<file path="config.mk">
export PLATFORM = sky130hd
export DESIGN_NAME = pc_gen_flat
export DESIGN_NICKNAME = d
export VERILOG_FILES = /design/src/rtl/pc_gen_if.sv /design/src/rtl/pc_gen.sv /design/src/flat_wrapper.sv
export SDC_FILE = /design/constraint.sdc
export NUM_CORES = 1
export LEC_CHECK = 0
export ABC_AREA = 1
export BUFFER_PORTS_ARGS = -buffer_cell sky130_fd_sc_hd__buf_2
export CORE_UTILIZATION = 58
export DETAILED_ROUTE_END_ITERATION = 12
export MAX_ROUTING_LAYER = met4
export PLACE_DENSITY = 0.86
export SYNTH_ARGS = -nofsm -noshare
export SYNTH_HDL_FRONTEND = slang
export SYNTH_SLANG_ARGS = --single-unit
</file>
<file path="constraint.sdc">
create_clock -name clk -period 4.1 [get_ports clk]
set_input_delay 0.41 -clock clk [delete_from_list [all_inputs] [get_ports clk]]
set_output_delay 0.41 -clock clk [all_outputs]
set_load 0.1 [all_outputs]
</file>
<file path="src/rtl/pc_gen_if.sv">
// ============================================================================
//  pc_gen_if : fetch-side signal bundle shared by pc_gen and its environment.
//  Revision  : 1.0  initial release
// ============================================================================
`default_nettype none

interface pc_gen_if;
    logic        IFID_Flush;
    logic [31:0] EXE_BranchTarget;
    logic        Exc_Flush;
    logic [31:0] Exc_Vector;
    logic        PC_Stall;
    logic        inst_addr_ok;
    logic        inst_req;
    logic [31:0] inst_addr;
    logic [31:0] IF_PC;
    logic        IF_Valid;
    logic        pc_adel;

    modport master (
        input  IFID_Flush, EXE_BranchTarget, Exc_Flush, Exc_Vector,
        input  PC_Stall, inst_addr_ok,
        output inst_req, inst_addr, IF_PC, IF_Valid, pc_adel
    );

    modport slave (
        output IFID_Flush, EXE_BranchTarget, Exc_Flush, Exc_Vector,
        output PC_Stall, inst_addr_ok,
        input  inst_req, inst_addr, IF_PC, IF_Valid, pc_adel
    );
endinterface

`default_nettype wire

</file>
<file path="src/rtl/pc_gen.sv">
// ============================================================================
//  pc_gen : fetch PC generator with redirect queueing and memory handshake.
//  Optional: PC_ALIGN_CHECK_EN enables the misaligned-fetch flag pc_adel.
//  Revision : 1.0  initial release
// ============================================================================
`default_nettype none

module pc_gen (
    input  wire logic clk,
    input  wire logic resetn,
    pc_gen_if.master  bus
);
    typedef enum logic [1:0] {
        S_BOOT  = 2'd0,
        S_FETCH = 2'd1,
        S_WAIT  = 2'd2,
        S_HOLD  = 2'd3
    } state_t;

    localparam logic [31:0] c_RESET_PC = 32'hBFC0_0000;

    state_t      r_state;
    logic [31:0] r_inst_addr;
    logic [31:0] r_if_pc;
    logic        r_if_valid;
    logic        r_pend_valid;
    logic        r_pend_exc;
    logic [31:0] r_pend_tgt;

    logic        w_inst_req;
    logic        w_handshake;
    logic        w_redir_valid;
    logic        w_redir_exc;
    logic [31:0] w_redir_tgt;
    logic [31:0] w_seq_addr;

    // Merge live and pending redirects: exceptions always beat branches,
    // and a live request of equal rank supersedes the pending one.
    always_comb begin
        w_redir_valid = 1'b0;
        w_redir_exc   = 1'b0;
        w_redir_tgt   = r_pend_tgt;
        if (bus.Exc_Flush) begin
            w_redir_valid = 1'b1;
            w_redir_exc   = 1'b1;
            w_redir_tgt   = bus.Exc_Vector;
        end else if (r_pend_valid && r_pend_exc) begin
            w_redir_valid = 1'b1;
            w_redir_exc   = 1'b1;
            w_redir_tgt   = r_pend_tgt;
        end else if (bus.IFID_Flush) begin
            w_redir_valid = 1'b1;
            w_redir_tgt   = bus.EXE_BranchTarget;
        end else begin
            w_redir_valid = r_pend_valid;
            w_redir_tgt   = r_pend_tgt;
        end
    end

    assign w_inst_req  = (r_state == S_WAIT) || ((r_state == S_FETCH) && !bus.PC_Stall);
    assign w_handshake = w_inst_req && bus.inst_addr_ok;
    assign w_seq_addr  = r_inst_addr + 32'd4;

    always_ff @(posedge clk or negedge resetn) begin
        if (!resetn) begin
            r_state      <= S_BOOT;
            r_inst_addr  <= c_RESET_PC;
            r_if_pc      <= c_RESET_PC;
            r_if_valid   <= 1'b0;
            r_pend_valid <= 1'b0;
            r_pend_exc   <= 1'b0;
            r_pend_tgt   <= 32'd0;
        end else begin
            r_if_valid <= 1'b0;
            if (w_handshake) begin
                // Any redirect still outstanding at acceptance means this
                // request was fetched down the wrong path, so it is squashed.
                r_if_pc      <= r_inst_addr;
                r_if_valid   <= !w_redir_valid;
                r_inst_addr  <= w_redir_valid ? w_redir_tgt : w_seq_addr;
                r_pend_valid <= 1'b0;
                r_state      <= S_FETCH;
            end else begin
                case (r_state)
                    S_BOOT: r_state <= S_FETCH;
                    S_FETCH: begin
                        if (w_redir_valid) begin
                            r_inst_addr  <= w_redir_tgt;
                            r_pend_valid <= 1'b0;
                        end
                        if (bus.PC_Stall)
                            r_state <= S_HOLD;
                        else if (!w_redir_valid)
                            r_state <= S_WAIT;
                    end
                    S_WAIT, S_HOLD: begin
                        if ((r_state == S_HOLD) && !bus.PC_Stall) begin
                            if (w_redir_valid)
                                r_inst_addr <= w_redir_tgt;
                            r_pend_valid <= 1'b0;
                            r_state      <= S_FETCH;
                        end else if (w_redir_valid) begin
                            r_pend_valid <= 1'b1;
                            r_pend_exc   <= w_redir_exc;
                            r_pend_tgt   <= w_redir_tgt;
                        end
                    end
                    default: r_state <= S_BOOT;
                endcase
            end
        end
    end

`ifdef PC_ALIGN_CHECK_EN
    logic r_pc_adel;

    always_ff @(posedge clk or negedge resetn) begin
        if (!resetn)
            r_pc_adel <= 1'b0;
        else
            r_pc_adel <= w_handshake && !w_redir_valid && (r_inst_addr[1:0] != 2'b00);
    end

    assign bus.pc_adel = r_pc_adel;
`else
    assign bus.pc_adel = 1'b0;
`endif

    assign bus.inst_req  = w_inst_req;
    assign bus.inst_addr = r_inst_addr;
    assign bus.IF_PC     = r_if_pc;
    assign bus.IF_Valid  = r_if_valid;

endmodule

`default_nettype wire
</file>
<file path="src/flat_wrapper.sv">
// flat-port wrapper written by rule: the top's interface ports become plain ports
module pc_gen_flat 
  (clk, resetn, bus_IFID_Flush, bus_EXE_BranchTarget, bus_Exc_Flush, bus_Exc_Vector, bus_PC_Stall, bus_inst_addr_ok, bus_inst_req, bus_inst_addr, bus_IF_PC, bus_IF_Valid, bus_pc_adel);
  pc_gen_if bus_i ();
  input  wire logic clk;
  input  wire logic resetn;
  input wire logic [$bits(bus_i.IFID_Flush)-1:0] bus_IFID_Flush;
  input wire logic [$bits(bus_i.EXE_BranchTarget)-1:0] bus_EXE_BranchTarget;
  input wire logic [$bits(bus_i.Exc_Flush)-1:0] bus_Exc_Flush;
  input wire logic [$bits(bus_i.Exc_Vector)-1:0] bus_Exc_Vector;
  input wire logic [$bits(bus_i.PC_Stall)-1:0] bus_PC_Stall;
  input wire logic [$bits(bus_i.inst_addr_ok)-1:0] bus_inst_addr_ok;
  output wire logic [$bits(bus_i.inst_req)-1:0] bus_inst_req;
  output wire logic [$bits(bus_i.inst_addr)-1:0] bus_inst_addr;
  output wire logic [$bits(bus_i.IF_PC)-1:0] bus_IF_PC;
  output wire logic [$bits(bus_i.IF_Valid)-1:0] bus_IF_Valid;
  output wire logic [$bits(bus_i.pc_adel)-1:0] bus_pc_adel;
  assign bus_i.IFID_Flush = bus_IFID_Flush;
  assign bus_i.EXE_BranchTarget = bus_EXE_BranchTarget;
  assign bus_i.Exc_Flush = bus_Exc_Flush;
  assign bus_i.Exc_Vector = bus_Exc_Vector;
  assign bus_i.PC_Stall = bus_PC_Stall;
  assign bus_i.inst_addr_ok = bus_inst_addr_ok;
  assign bus_inst_req = bus_i.inst_req;
  assign bus_inst_addr = bus_i.inst_addr;
  assign bus_IF_PC = bus_i.IF_PC;
  assign bus_IF_Valid = bus_i.IF_Valid;
  assign bus_pc_adel = bus_i.pc_adel;
  pc_gen u_core (.clk(clk), .resetn(resetn), .bus(bus_i));
endmodule
</file>
== Yosys cells after proc, flatten, opt, wreduce, memory -nomap -nowiden ==
Cells that the tools add are included.

* Register bits: 101
* Bits in latches: 0
* RAM bits: 0
* ROM bits: 0
* Input bits: 70
* Output and inout bits: 67
* Memories kept: 0

* Add/subtract/negate cells: 1
* $mul: 0
* Div/mod/pow operators: 0
* Magnitude comparators: 0
* Equality and inequality tests: 7
* Shift operators: 0
* Multiplexer cells: 24
* Bitwise logic cells: 2
* Reductions and logical operators: 14

{| class="wikitable"
|+ Operators by type and width
! cell !! count
|-
| two-way mux 32 bit || 7
|-
| one-hot mux 32 bit (2 select lines) || 1
|-
| adder 32 x 3 -> 32 bit, second input constant || 1
|-
| two-way mux 1 bit || 10
|-
| two-way mux 2 bit || 4
|-
| != test 3 x 1 -> 1 bit, second input constant || 2
|-
| one-hot mux 2 bit (3 select lines) || 1
|-
| equality test 2 bit, second input constant || 2
|-
| logical AND 1 bit || 4
|-
| != test 4 x 1 -> 1 bit, second input constant || 1
|-
| != test 4 x 3 -> 1 bit, second input constant || 1
|-
| AND reduction 2 bit || 2
|-
| AND reduction 4 bit || 1
|-
| AND reduction 3 bit || 1
|-
| nonzero test 3 bit || 1
|-
| equality test 2 x 1 -> 1 bit, second input constant || 1
|-
| zero test 1 bit || 2
|-
| zero test 2 bit || 1
|-
| inverter 1 bit || 2
|-
| one-hot mux 1 bit (2 select lines) || 1
|-
| OR reduction 2 bit || 1
|-
| logical OR 1 bit || 1
|}

== Logic depth before layout (Yosys ltp) ==
* Word-level depth: 7
* Mapped depth: 12

== Worst setup path before layout ==
Ideal clock, no wire load.

* Path type: register to register
* From: register u_core.r_inst_addr[3], in the netlist u_core.bus.inst_addr[3]
* To: register u_core.r_inst_addr[22], in the netlist u_core.bus.inst_addr[22]
* Arrival time: 2260 ps
* Data required time: 4028 ps
* Slack: 1768 ps
* Stages on the path, launching flop included: 11
* Path buffers: 0
* Clock period less this slack: 2332 ps
* Path through: dfrtp_1 > ha_1 > nand2_1 > nor2_1 > nand3_1 > nor2_1 > nand3_1 > nand2_1 > nand2_1 > nand2_1 > inv_1

* Cells in the longest elaborated chain, start to end: 3

{| class="wikitable"
|+ Ends and longest elaborated chain
! item !! line !! RTL
|-
| start, declared || pc_gen.sv:23 || <nowiki>logic [31:0] r_inst_addr;</nowiki>
|-
| start signal, assigned || pc_gen.sv:67 || <nowiki>r_inst_addr <= c_RESET_PC;</nowiki>
|-
| start signal, assigned || pc_gen.sv:80 || <nowiki>r_inst_addr <= w_redir_valid ? w_redir_tgt : w_seq_addr;</nowiki>
|-
| start signal, assigned || pc_gen.sv:88 || <nowiki>r_inst_addr <= w_redir_tgt;</nowiki>
|-
| adder 32 x 3 -> 32 bit || pc_gen.sv:62 || <nowiki>assign w_seq_addr = r_inst_addr + 32'd4;</nowiki>
|-
| two-way mux 32 bit || pc_gen.sv:80 ||
|-
| two-way mux 32 bit || pc_gen.sv:75 || <nowiki>if (w_handshake) begin</nowiki>
|}

No other way between the ends.
A chain may end at the register's enable or synchronous reset.

== Worst setup path in the final report ==
* From: register u_core.r_pend_exc
* To: register u_core.r_inst_addr[31], in the netlist u_core.bus.inst_addr[31]

* Cells in the longest elaborated chain, start to end: 7

{| class="wikitable"
|+ Ends and longest elaborated chain
! item !! line !! RTL
|-
| start, declared || pc_gen.sv:27 || <nowiki>logic r_pend_exc;</nowiki>
|-
| start signal, assigned || pc_gen.sv:104 || <nowiki>r_pend_exc <= w_redir_exc;</nowiki>
|-
| logical AND 1 bit (*) || pc_gen.sv:47 || <nowiki>end else if (r_pend_valid && r_pend_exc) begin</nowiki>
|-
| two-way mux 32 bit / two-way mux 1 bit (equally long branches) || pc_gen.sv:47 ||
|-
| two-way mux 32 bit / two-way mux 1 bit (equally long branches) || pc_gen.sv:43 || <nowiki>if (bus.Exc_Flush) begin</nowiki>
|-
| two-way mux 32 bit || pc_gen.sv:87, pc_gen.sv:98 ||
|-
| two-way mux 32 bit || pc_gen.sv:97 || <nowiki>if ((r_state == S_HOLD) && !bus.PC_Stall) begin</nowiki>
|-
| one-hot mux 32 bit (2 select lines) || pc_gen.sv:84 || <nowiki>case (r_state)</nowiki>
|-
| two-way mux 32 bit (*) || pc_gen.sv:75 ||
|-
| end signal, assigned || pc_gen.sv:80 ||
|-
| end signal, assigned || pc_gen.sv:88 ||
|-
| end signal, assigned || pc_gen.sv:99 || <nowiki>r_inst_addr <= w_redir_tgt;</nowiki>
|}

Mark *: on every way between the ends. The rest lies on a longest branch, timed or not. The select of a mux whose other input is x is not followed.

==> key figures <==
Place
  – GP Congestion: just over 1
  – PortBufs: 135
  – DP Worst Slack: 1.63 ns
  – Hpwl dp: around 11000 um

GRT
  – Vias in the first global route: between 5000 and 6000
  – Initial antenna violation count: 0
  – First-pass GRT wire length: about 24000 um
  – Global route overflow: 0
  – GRT Total Usage: 0.319
  – Largest net degree at the start of global routing: 77

Synthesis
  – Synth area leader: dfrtp_1
  – Area contributors post-synth: dfrtp_1, nand2_1, nand3_1
  – Post-synthesis cell type count: 27
  – YS warnings: 0
  – Commonest cells post-synth: nand2_1, nand3_1, o21ai_0
  – Mapped Cells: about 790
  – Syn Nets: 865
  – Synth Cell Area: roughly 5600 um2
  – EDFF count, synth: 0
  – Avg Synthesized Cell Area: about 7.1 um2
  – Post-synthesis register bit count: 101
  – Async S/R FF share, synth: 1.00
  – Area share of the leading cell type in the synthesized netlist: 0.369
  – Fraction of the yosys area taken by sequential cells: 0.453
  – Count leader, synth: nand2_1
  – Top FF cell, synth: dfrtp_1

Clock network
  – Clk sinks: about 100
  – H-tree levels: 3
  – Hold_buf cts: 0
  – Worst skew pair latency: 0.37 ns
  – Worst-case clock buffer depth: 2
  – CTS clk-pin slew, worst paths: ~0.1 ns
  – Post-CTS Resized: 0
  – Clk root buf: clkbuf_8
  – Post-CTS setup repair buffer count: 0
  – Cts bufs inserted: 9
  – CTS tree: yes

Job
  – Max capacitance violation total: 0

Drt
  – Via count: approximately 5700
  – Initial DRC count: roughly 520
  – Via-to-Cell Ratio: 5.50
  – DRC: 0
  – Post-route ant nets: 0
  – Post-DR wirelength/cell: between 10 and 15 um
  – DRT Pass-1 Iters: 5
  – Wirelength, routed: between 10000 and 15000 um

Timing
  – Minimum clock period: roughly 2.4 ns
  – Final Max Tran Viols: 0
  – Worst slew margin: 0.288
  – Worst Tran Pin Value: 1.07 ns
  – Fmax: approximately 420 MHz
  – RSZ-0062 raised after global routing: false
  – Final setup violation count: 0
  – Clock skew: roughly 0.016 ns
  – Final Hold Fails: 0
  – Final setup TNS: 0 ns
  – Period utilization: 0.585
  – Post-layout worst setup margin: 1.70 ns

Floorplanning
  – Die W: 101 um
  – Area of the die: slightly above 10000 um2
  – I/O Pins: 137
  – Initial Utilization: 0.603
  – Core area: 9330 um2
  – Die Height: about 100 um
  – Num rows: 35

Final layout
  – Area growth syn-to-layout: 15.6%
  – Nets: 976
  – # diodes: 0
  – Fraction of layout cells with a size suffix above 1: 0.200

Setup path
  – Crit path depth: 11
  – CP Launch Type: flip-flop
  – Maximum fanout along the worst path: 30
  – Slowest CP cell: o21ai_0
  – CP max stage delay: approximately 0.47 ns
  – Crit-path cells: nand2_1, buf_4, nand2_1, buf_4, nand2_1, o21ai_0, o21ai_0, nand2_1, nand3_1, nand2_1, inv_1
  – Worst path top cell family by delay: simple AND/OR/NAND/NOR gates
  – CP endpoint kind: flip-flop
  – CP Buf/Inv Count: 3
  – Arrival time at the worst endpoint: approximately 2.7 ns
  – Critical path's most frequent cell: nand2_1
  – Worst endpoint required time: approximately 4.4 ns
  – Worst-case reg-to-reg path depth: 11
  – Critical path type: flip-flop to flip-flop

Hold path
  – Hold Path Class: input port to async pin

Run status
  – Status: finished, final reports clean
-- cell families after synthesis --
| kind of cell | count (synthesis) | synth area share |
|---|---|---|
| AND/OR/NAND/NOR | 431 | 0.321 |
| AO/OA/AOI/OAI | 141 | 0.134 |
| buffers and inverters | 116 | 0.0845 |
| flip-flops | 101 | 0.453 |
| XOR/XNOR | 3 | 0.00467 |
| adder cells (fa/ha/maj) | 1 | 0.00222 |
| other | 1 | 0.000666 |
-- placed cells by master (no fill, tap or decap), drive strengths merged, types with 2 or more instances in the layout --
cell type / n
o211ai: 14
nand2: 257
o21ai: 114
dfrtp: 83
nor3: 2
nor2: 54
nand4: 6
dfstp: 18
nand3: 111
clkbuf: 12
inv: 76
buf: 141
clkinv: 2
a21oi: 7
xor2: 3
a31oi: 5
-- registers in the layout (all words and copies together), names as in the netlist --
name	count
u_core.r_pend_valid	1
u_core.r_pend_exc	1
u_core.bus.IF_PC	32
u_core.bus.inst_addr	32
u_core.r_pend_tgt	32
u_core.bus.IF_Valid	1
u_core.r_state	2
-- through the flow --
stage          cells  cell area, um2  hold WS (ns)  utilization
3_3_place_gp    1023            6320         0.460        0.678
5_1_grt         1039            6510         0.248        0.698
4_1_cts         1039            6510         0.218        0.698
6_report        1039            6510         0.179        0.698
3_5_place_dp    1023            6320         0.456        0.678
2_1_floorplan    794            5630         0.114            -
-- final cells by class --
type	instances	area [um2]
Timing Repair Buffer	141	723
Sequential cell	101	2550
Fill cell	837	2820
Clock buffer	12	156
Inverter	75	282
Tap cell	129	161
Multi-Input combinational cell	577	2600
Clock inverter	4	30.0
-- per-layer routing --
layer,GRT usage,up-vias,part of all wire
met2,0.460,320,0.44
li1,-,2803,-
met3,0.0499,26,0.098
met1,0.465,2568,0.44
met4,0.0925,0,0.019
met5,-,-,0
-- worst paths after layout --
path                       slack, ns                  endpoint                 start
hold reg to reg                 0.47      u_core.bus.IF_PC[28]  u_core.bus.IF_PC[28]
setup / recovery                1.70  u_core.bus.inst_addr[31]     u_core.r_pend_exc
hold / removal                  0.18  u_core.bus.inst_addr[13]                resetn
max in group asynchronous       3.00      u_core.bus.IF_PC[22]                resetn
setup reg to reg                1.70  u_core.bus.inst_addr[31]     u_core.r_pend_exc
min in group clk                0.35     u_core.r_pend_tgt[23]    bus_Exc_Vector[23]
Power is not shown: default switching activity piles up to over one toggle a cycle in this logic, so the estimate is an artifact.
